[src/rtl/sensor_sample_buf.sv]
// sensor_sample_buf: captures sensor words into a DEPTH-entry buffer and
// raises a level interrupt when it is full. The CPU reads entries through a
// combinational read port and rearms the buffer with sctrl_clear.
//
// Handshake: sensor_ready is a valid-only qualifier with no backpressure.
// A sample on sensor_out is accepted on every rising edge where the block is
// in CAPTURE (sensor_en=1), sensor_ready=1 and sctrl_clear=0. In IDLE and FULL
// sensor_ready is ignored.
module sensor_sample_buf #(
  parameter int DEPTH  = 64,
  parameter int ADDR_W = 6,
  parameter int DATA_W = 32
) (
  input  logic              clk,
  input  logic              rst,
  input  logic              sctrl_en,
  input  logic              sctrl_clear,
  input  logic [ADDR_W-1:0] sctrl_addr,
  input  logic              sensor_ready,
  input  logic [DATA_W-1:0] sensor_out,
  output logic              sctrl_interrupt,
  output logic [DATA_W-1:0] sctrl_out,
  output logic              sensor_en,
  output logic [1:0]        dbg_state_o
);

  typedef enum logic [1:0] {
    IDLE    = 2'd0,
    CAPTURE = 2'd1,
    FULL    = 2'd2
  } state_t;

  state_t              state_q, state_d;
  logic [ADDR_W:0]     wptr_q, wptr_d;
  logic                wr_en;
  logic [DATA_W-1:0]   mem_q [DEPTH];

  // State and write-pointer registers.
  always_ff @(posedge clk) begin
    if (rst) begin
      state_q <= IDLE;
      wptr_q  <= '0;
    end else begin
      state_q <= state_d;
      wptr_q  <= wptr_d;
    end
  end

  // Next-state, pointer update and write strobe; clear beats every other event.
  always_comb begin
    state_d = state_q;
    wptr_d  = wptr_q;
    wr_en   = 1'b0;
    if (sctrl_clear) begin
      state_d = IDLE;
      wptr_d  = '0;
    end else begin
      unique case (state_q)
        IDLE: begin
          if (sctrl_en) state_d = CAPTURE;
        end
        CAPTURE: begin
          if (sensor_ready) begin
            wr_en  = 1'b1;
            wptr_d = wptr_q + (ADDR_W+1)'(1);
          end
          // A write that fills the last entry wins over a falling enable so
          // the pointer never sits at DEPTH outside of FULL.
          if (sensor_ready && (wptr_q == (ADDR_W+1)'(DEPTH-1))) begin
            state_d = FULL;
          end else if (!sctrl_en) begin
            state_d = IDLE;
          end
        end
        FULL: begin
          state_d = FULL;
        end
        default: begin
          state_d = IDLE;
          wptr_d  = '0;
        end
      endcase
    end
  end

  // Sample storage: zeroed by reset, untouched by clear.
  always_ff @(posedge clk) begin
    if (rst) begin
      for (int i = 0; i < DEPTH; i++) mem_q[i] <= '0;
    end else if (wr_en) begin
      mem_q[wptr_q[ADDR_W-1:0]] <= sensor_out;
    end
  end

  // Combinational read port and outputs decoded from registered state.
  always_comb begin
    sctrl_out       = mem_q[sctrl_addr];
    sensor_en       = (state_q == CAPTURE);
    sctrl_interrupt = (state_q == FULL);
    dbg_state_o     = state_q;
  end

endmodule

[config.mk]
export PLATFORM = sky130hd
export DESIGN_NAME = sensor_sample_buf
export DESIGN_NICKNAME = d
export VERILOG_FILES = /design/src/rtl/sensor_sample_buf.sv
export SDC_FILE = /design/constraint.sdc
export NUM_CORES = 2
export LEC_CHECK = 0
export CORE_ASPECT_RATIO = 0.9
export CORE_MARGIN = 2
export CORE_UTILIZATION = 40
export CTS_CLUSTER_SIZE = 25
export DETAILED_ROUTE_END_ITERATION = 10
export GPL_ROUTABILITY_DRIVEN = 0
export HOLD_SLACK_MARGIN = 0.05
export PLACE_DENSITY = 0.62
export RECOVER_POWER = 50
export SETUP_SLACK_MARGIN = 0.5
export SLEW_MARGIN = 10
export SYNTH_ARGS = -nofsm -noshare
export SYNTH_HDL_FRONTEND = slang
export SYNTH_SLANG_ARGS = --single-unit
[constraint.sdc]
create_clock -name clk -period 5.28 [get_ports clk]
set_input_delay 1.056 -clock clk [delete_from_list [all_inputs] [get_ports clk]]
set_output_delay 1.056 -clock clk [all_outputs]
set_load 0.02 [all_outputs]
Word-level counts from Yosys, hierarchy flattened
Memories as Yosys holds them, arrays and structs flattened.
Index checks and enable logic that the tools add are counted.
{"block": "classes", "n_mux": 17, "eq_ne": 6, "add_sub_neg": 1, "n_bitwise": 1, "reduce_logical": 7}
{"operator": "$mux W32", "count": 1}
{"operator": "$reduce_or A32 Y1", "count": 1}
{"operator": "$pmux W7 S2", "count": 1}
{"operator": "$mux W1", "count": 9}
{"operator": "$add A7 B1 Y7 const B", "count": 1}
{"operator": "$eq A7 B6 Y1 const B", "count": 1}
{"operator": "$mux W7", "count": 1}
{"operator": "$mux W2", "count": 3}
{"operator": "$mux W6", "count": 1}
{"operator": "$pmux W2 S3", "count": 1}
{"operator": "$ne A2 B2 Y1 const B", "count": 2}
{"operator": "$reduce_and A2 Y1", "count": 2}
{"operator": "$reduce_or A2 Y1", "count": 2}
{"operator": "$ne A3 B2 Y1 const B", "count": 1}
{"operator": "$eq A2 B1 Y1 const B", "count": 1}
{"operator": "$eq A2 B2 Y1 const B", "count": 1}
{"operator": "$logic_not A2 Y1", "count": 1}
{"operator": "$logic_and A1 B1 Y1", "count": 1}
{"operator": "$not A1 Y1", "count": 1}
{"block": "word_totals", "output_inout_bits": 36, "ramBits": 2048, "mem_count": 1, "word_cells": 35, "register_bits": 9}
{"name": "mem_q", "words": 64, "word_bits": 32, "rd": 1, "rd_clocked_by_memory_dff": 0, "wr": 64, "line_no": "36", "source": "logic [DATA_W-1:0] mem_q [DEPTH];"}

Logic depth before layout (Yosys ltp)
{"block": "logic_depth", "word_depth": 8, "depth_mapped": 10, "depth_no_buf": 6}

Least setup slack after synthesis
OpenSTA, ideal clock, no wires.
{"block": "synth_timing", "path_kind": "input port to output port", "from": "in sctrl_addr[0]", "to": "out sctrl_out[25]", "path_slack_ps": 1209, "arrival_ps": 3015, "stages": 10, "path_buffers": 6, "cell_sequence": "buf_4 buf_6 buf_6 buf_4 buf_6 buf_4 mux2i_1 o22ai_1 o31ai_1 nor4_1"}
{"block": "synth_between", "elab_chain_cells": 1}
{"element": "start: declaration", "line_no": "18", "source": "input logic [ADDR_W-1:0] sctrl_addr,"}
{"element": "$mem_v2 Z64 W32"}
{"element": "end: declaration", "line_no": "22", "source": "output logic [DATA_W-1:0] sctrl_out,"}
No other way between the ends.

==> out/metrics.cfg <==
[yosys]
synth_compound_area_share_pct=1.96
largest_family_of_logic_cells_by_synthesized_area=simple AND/OR/NAND/NOR gates
synth_seq_area_share_pct=66.3
ys.warnings.count=0
postSynth.asyncResetShare_pct=0
synth_edf_count=2048
muxShareOfSynthArea_pct=12.7
syn_inst=6007
synthFlopType=sky130_fd_sc_hd__edfxtp_1
syn-cell-area_sq_mm=0.0930
yosys.area_share.adder_pct=0.0134
synthesis.nets=6051
post_synth_xor_area_fraction_pct=0
simple_gate_share_of_the_synthesized_area_pct=16.3
synthDistinctLibCells=47
syn-mean-instance-area_sq_um=15.5
synth_seq_cells=2057

[placed_design]
detailedPlacementHpwl_microns=182000
numPlacedInstances=8925
placedInstanceArea_sq_mm=0.0991
numPortBuffers=78

[floorplan]
initial_standard_cell_utilization_of_the_core_pct=40.3
dieHeight_microns=462
num_rows=167
floorplan.core_area_sq_mm=0.231
die_area_sq_mm=0.236
die-width_microns=512
top_level_ports=79

[critical_path]
critical_path.reg2reg.endpoint=mem_q[10][17]
timing.critical_path.cells=clkbuf_1 > clkbuf_1 > clkbuf_1 > or2_2 > buf_2
timing.setup.critical_path_class=input pin to flop
setup.worst_path.end_class=flop
critPathLaunchType=input pin
path_delay_family=buffers and inverters
cp.buffers_inverters=4
cp_slowest_stage_delay_ns=1.58
crit_top_cell=sky130_fd_sc_hd__clkbuf_1
critical_path.max_fanout=36
worst_ep_required_time_ns=5.74
arrival_ns=5.46
reg2regPathDepth=7
reg2reg_from=dbg_state_o[1]
worst_setup_slack_for_register_to_register_paths_ns=0.84
critical_path.slowest_cell=sky130_fd_sc_hd__clkbuf_1

[power]
worst_ir_drop_vdd_mv=0.346
p_leak_nw=35.7
power_density_mw_per_mm2=345
total_power_mw=36.5

[timing]
hold_violations=0
timing.max_slew.rel_slack_pct=-49.7
fin_skew_ns=0.0291
final_max_slew_viol_count=1554
finalSetupViolCount=0
post-route-min-period_ns=4.99
tightestPinTransition_ns=2.25
rsz_0062_raised_after_global_routing=true
post-route-period-util_pct=94.6
top_achievable_clock_speed_mhz=200

[grt]
grt_max_degree=65
global_route.overflow_total=0
grt_util_all_layers_pct=24.6
global_route_wire_length_before_repair_microns=414000
grt_pass1_vias=52800
antenna_found_initial=23
grt_use_met1_pct=35.4
busiest_layer=met2
use_met3_pct=4.79
globalRouteMet2Util_pct=37.9

[routing]
wirelength_microns=294000
detailedRoute.firstPassIterationCount=6
detailroute.via_count=54300
first_iter_violations=7537
route.antenna.remaining_nets=0
drt-vias-per-instance=5.81
post_drt_wl_per_cell_microns=31.5
drt_drc_violations_left=0

[layout]
layout.cell_area.non_filler_sq_mm=0.106
final-instance-count-excl-fill=9334
layout-drive-gt1-share_pct=21.8
finish.net_count=6150
area_growth_pct=13.7

[clock_tree]
longest_clk_path_bufs=3
cts_made_buffers=213
ctsHtreeMaxLevel=4
clock_tree_from_tritoncts=done
path_clk_slew_ns=0.06
clk_root_buffer_cell=sky130_fd_sc_hd__clkbuf_16
clock_insertion_delay_worst_skew_ns=0.87
cts.sink_count=2057

[hold_path]
whs_path_depth=2
hold_path_end=wptr_q[6]
worst_hold_path_type=flop to flop
hp-start=wptr_q[6]

[flow_run]
timing.max_cap.violations=52

[status]
run_status=finished, violations left
violations=capacitance limit, slew limit

==> power by group <==
group	internal [mW]	switching (mW)	leakage, nW	total [mW]
registers	18.7	0.200	19.8	18.9
clock network	8.07	6.46	3.22	14.5
logic	1.12	1.98	12.7	3.10
total	27.9	8.64	35.7	36.5
==> placed cells by master (no fill, tap or decap), types with 9 or more instances in the layout <==
| cell type | instances |
|---|---|
| sky130_fd_sc_hd__clkdlybuf4s50_1 | 12 |
| sky130_fd_sc_hd__and2_0 | 723 |
| sky130_fd_sc_hd__and2_1 | 1327 |
| sky130_fd_sc_hd__or2_2 | 54 |
| sky130_fd_sc_hd__o22ai_1 | 67 |
| sky130_fd_sc_hd__nand4_1 | 53 |
| sky130_fd_sc_hd__o21ai_0 | 14 |
| sky130_fd_sc_hd__or2_0 | 12 |
| sky130_fd_sc_hd__clkbuf_2 | 11 |
| sky130_fd_sc_hd__diode_2 | 15 |
| sky130_fd_sc_hd__nor2_1 | 30 |
| sky130_fd_sc_hd__a211oi_1 | 17 |
| sky130_fd_sc_hd__nand2_1 | 80 |
| sky130_fd_sc_hd__buf_12 | 60 |
| sky130_fd_sc_hd__buf_2 | 33 |
| sky130_fd_sc_hd__o221ai_1 | 46 |
| sky130_fd_sc_hd__mux2_2 | 22 |
| sky130_fd_sc_hd__a22oi_1 | 45 |
| sky130_fd_sc_hd__a21oi_1 | 13 |
| sky130_fd_sc_hd__buf_4 | 307 |
| sky130_fd_sc_hd__nand3_1 | 62 |
| sky130_fd_sc_hd__and3_1 | 24 |
| sky130_fd_sc_hd__mux2i_1 | 61 |
| sky130_fd_sc_hd__nor2b_1 | 29 |
| sky130_fd_sc_hd__clkbuf_1 | 114 |
| sky130_fd_sc_hd__a22oi_2 | 9 |
| sky130_fd_sc_hd__nor3_1 | 13 |
| sky130_fd_sc_hd__bufinv_16 | 13 |
| sky130_fd_sc_hd__clkinv_1 | 54 |
| sky130_fd_sc_hd__edfxtp_1 | 2048 |
| sky130_fd_sc_hd__clkbuf_16 | 216 |
| sky130_fd_sc_hd__dfxtp_1 | 9 |
| sky130_fd_sc_hd__clkinv_2 | 38 |
| sky130_fd_sc_hd__mux4_2 | 487 |
| sky130_fd_sc_hd__nand2b_1 | 11 |
| sky130_fd_sc_hd__nor2_2 | 50 |
==> metrics by stage <==
| step | TNS [ns] | util (%) | setup slack, ns | hold WS [ns] |
|---|---|---|---|---|
| after floorplan | 0 | - | 1.21 | 0.444 |
| after global placement | -0.419 | 43.0 | -0.222 | 0.457 |
| after detailed placement | -0.247 | 43.0 | -0.204 | 0.456 |
| after CTS | 0 | 45.9 | 0.366 | 0.465 |
| after global routing | 0 | 45.8 | 0.255 | 0.489 |
| final | 0 | 45.8 | 0.285 | 0.463 |
==> synth_stat cells (all sizes together) (5+ instances only) <==
cell type / number / area, sq um
dfxtp: 9 / 180
a211oi: 23 / 173
o21ai: 15 / 75.1
or3: 5 / 31.3
clkbuf: 490 / 1840
and2: 2050 / 12800
buf: 130 / 654
a22oi: 54 / 405
or2: 69 / 432
nor2b: 33 / 206
edfxtp: 2048 / 61500
mux4: 487 / 11000
mux2: 22 / 248
a21oi: 13 / 65.1
mux2i: 63 / 631
and3: 27 / 169
o22ai: 74 / 463
nand3b: 5 / 37.5
nand3: 62 / 310
nor3: 14 / 70.1
nand2: 81 / 304
nand4: 53 / 332
nor2: 81 / 304
nand2b: 12 / 75.1
o221ai: 53 / 464
==> repair_timing <==
| action | 4_1_cts | 5_1_grt |
|---|---|---|
| gates resized for setup | 40 | 20 |
| cloned | 2 | 2 |
| pin swaps | 5 | 0 |
| hold buffers | 0 | 0 |
| setup buffers | 3 | 1 |
| setup endpoints to repair | 27 | 24 |
==> how the worst max path moves through the flow <==
stage	from	cells after the start	to
final	rst	5	mem_q[4][7]
after global routing	rst	5	mem_q[7][18]
after CTS	sctrl_addr[0]	9	sctrl_out[9]
after detailed placement	sctrl_addr[2]	10	sctrl_out[16]
after global placement	sctrl_addr[2]	10	sctrl_out[16]
after floorplan	sctrl_addr[0]	10	sctrl_out[25]
==> cells by family after synthesis <==
logic type,after synthesis
compound gates,253
fa+ha+maj,1
mux,572
buf+inv,622
simple gates,2502
flops,2057
==> tightest hold or removal path: stages, from the launching register on <==
cell and delay (ns):
sky130_fd_sc_hd__dfxtp_1 0.31, sky130_fd_sc_hd__nand2_1 0.05, sky130_fd_sc_hd__a21boi_0 0.06
==> registers in the layout, summed over array words and instances, names as in the netlist <==
| name | cells |
|---|---|
| dbg_state_o | 2 |
| wptr_q | 7 |
| mem_q | 2048 |
==> per-layer routing <==
| metal | vias to the layer above | part of all wire, % |
|---|---|---|
| met2 | 2960 | 46 |
| met3 | 446 | 10 |
| met4 | 6 | 3.5 |
| met1 | 28500 | 40 |
| met5 | - | 0.016 |
| li1 | 22300 | - |
==> area by class of cell <==
type	count	area [sq um]
clock inverters	122	1040
inverters	2	7.51
clock buffers	264	5540
repair buffers	503	4400
fillers	20000	125000
flip-flops and latches	2057	61700
multi-input cells	3329	29300
diodes	15	37.5
well taps	3042	3810
No activity file was read; power rests on OpenSTA's default activity.
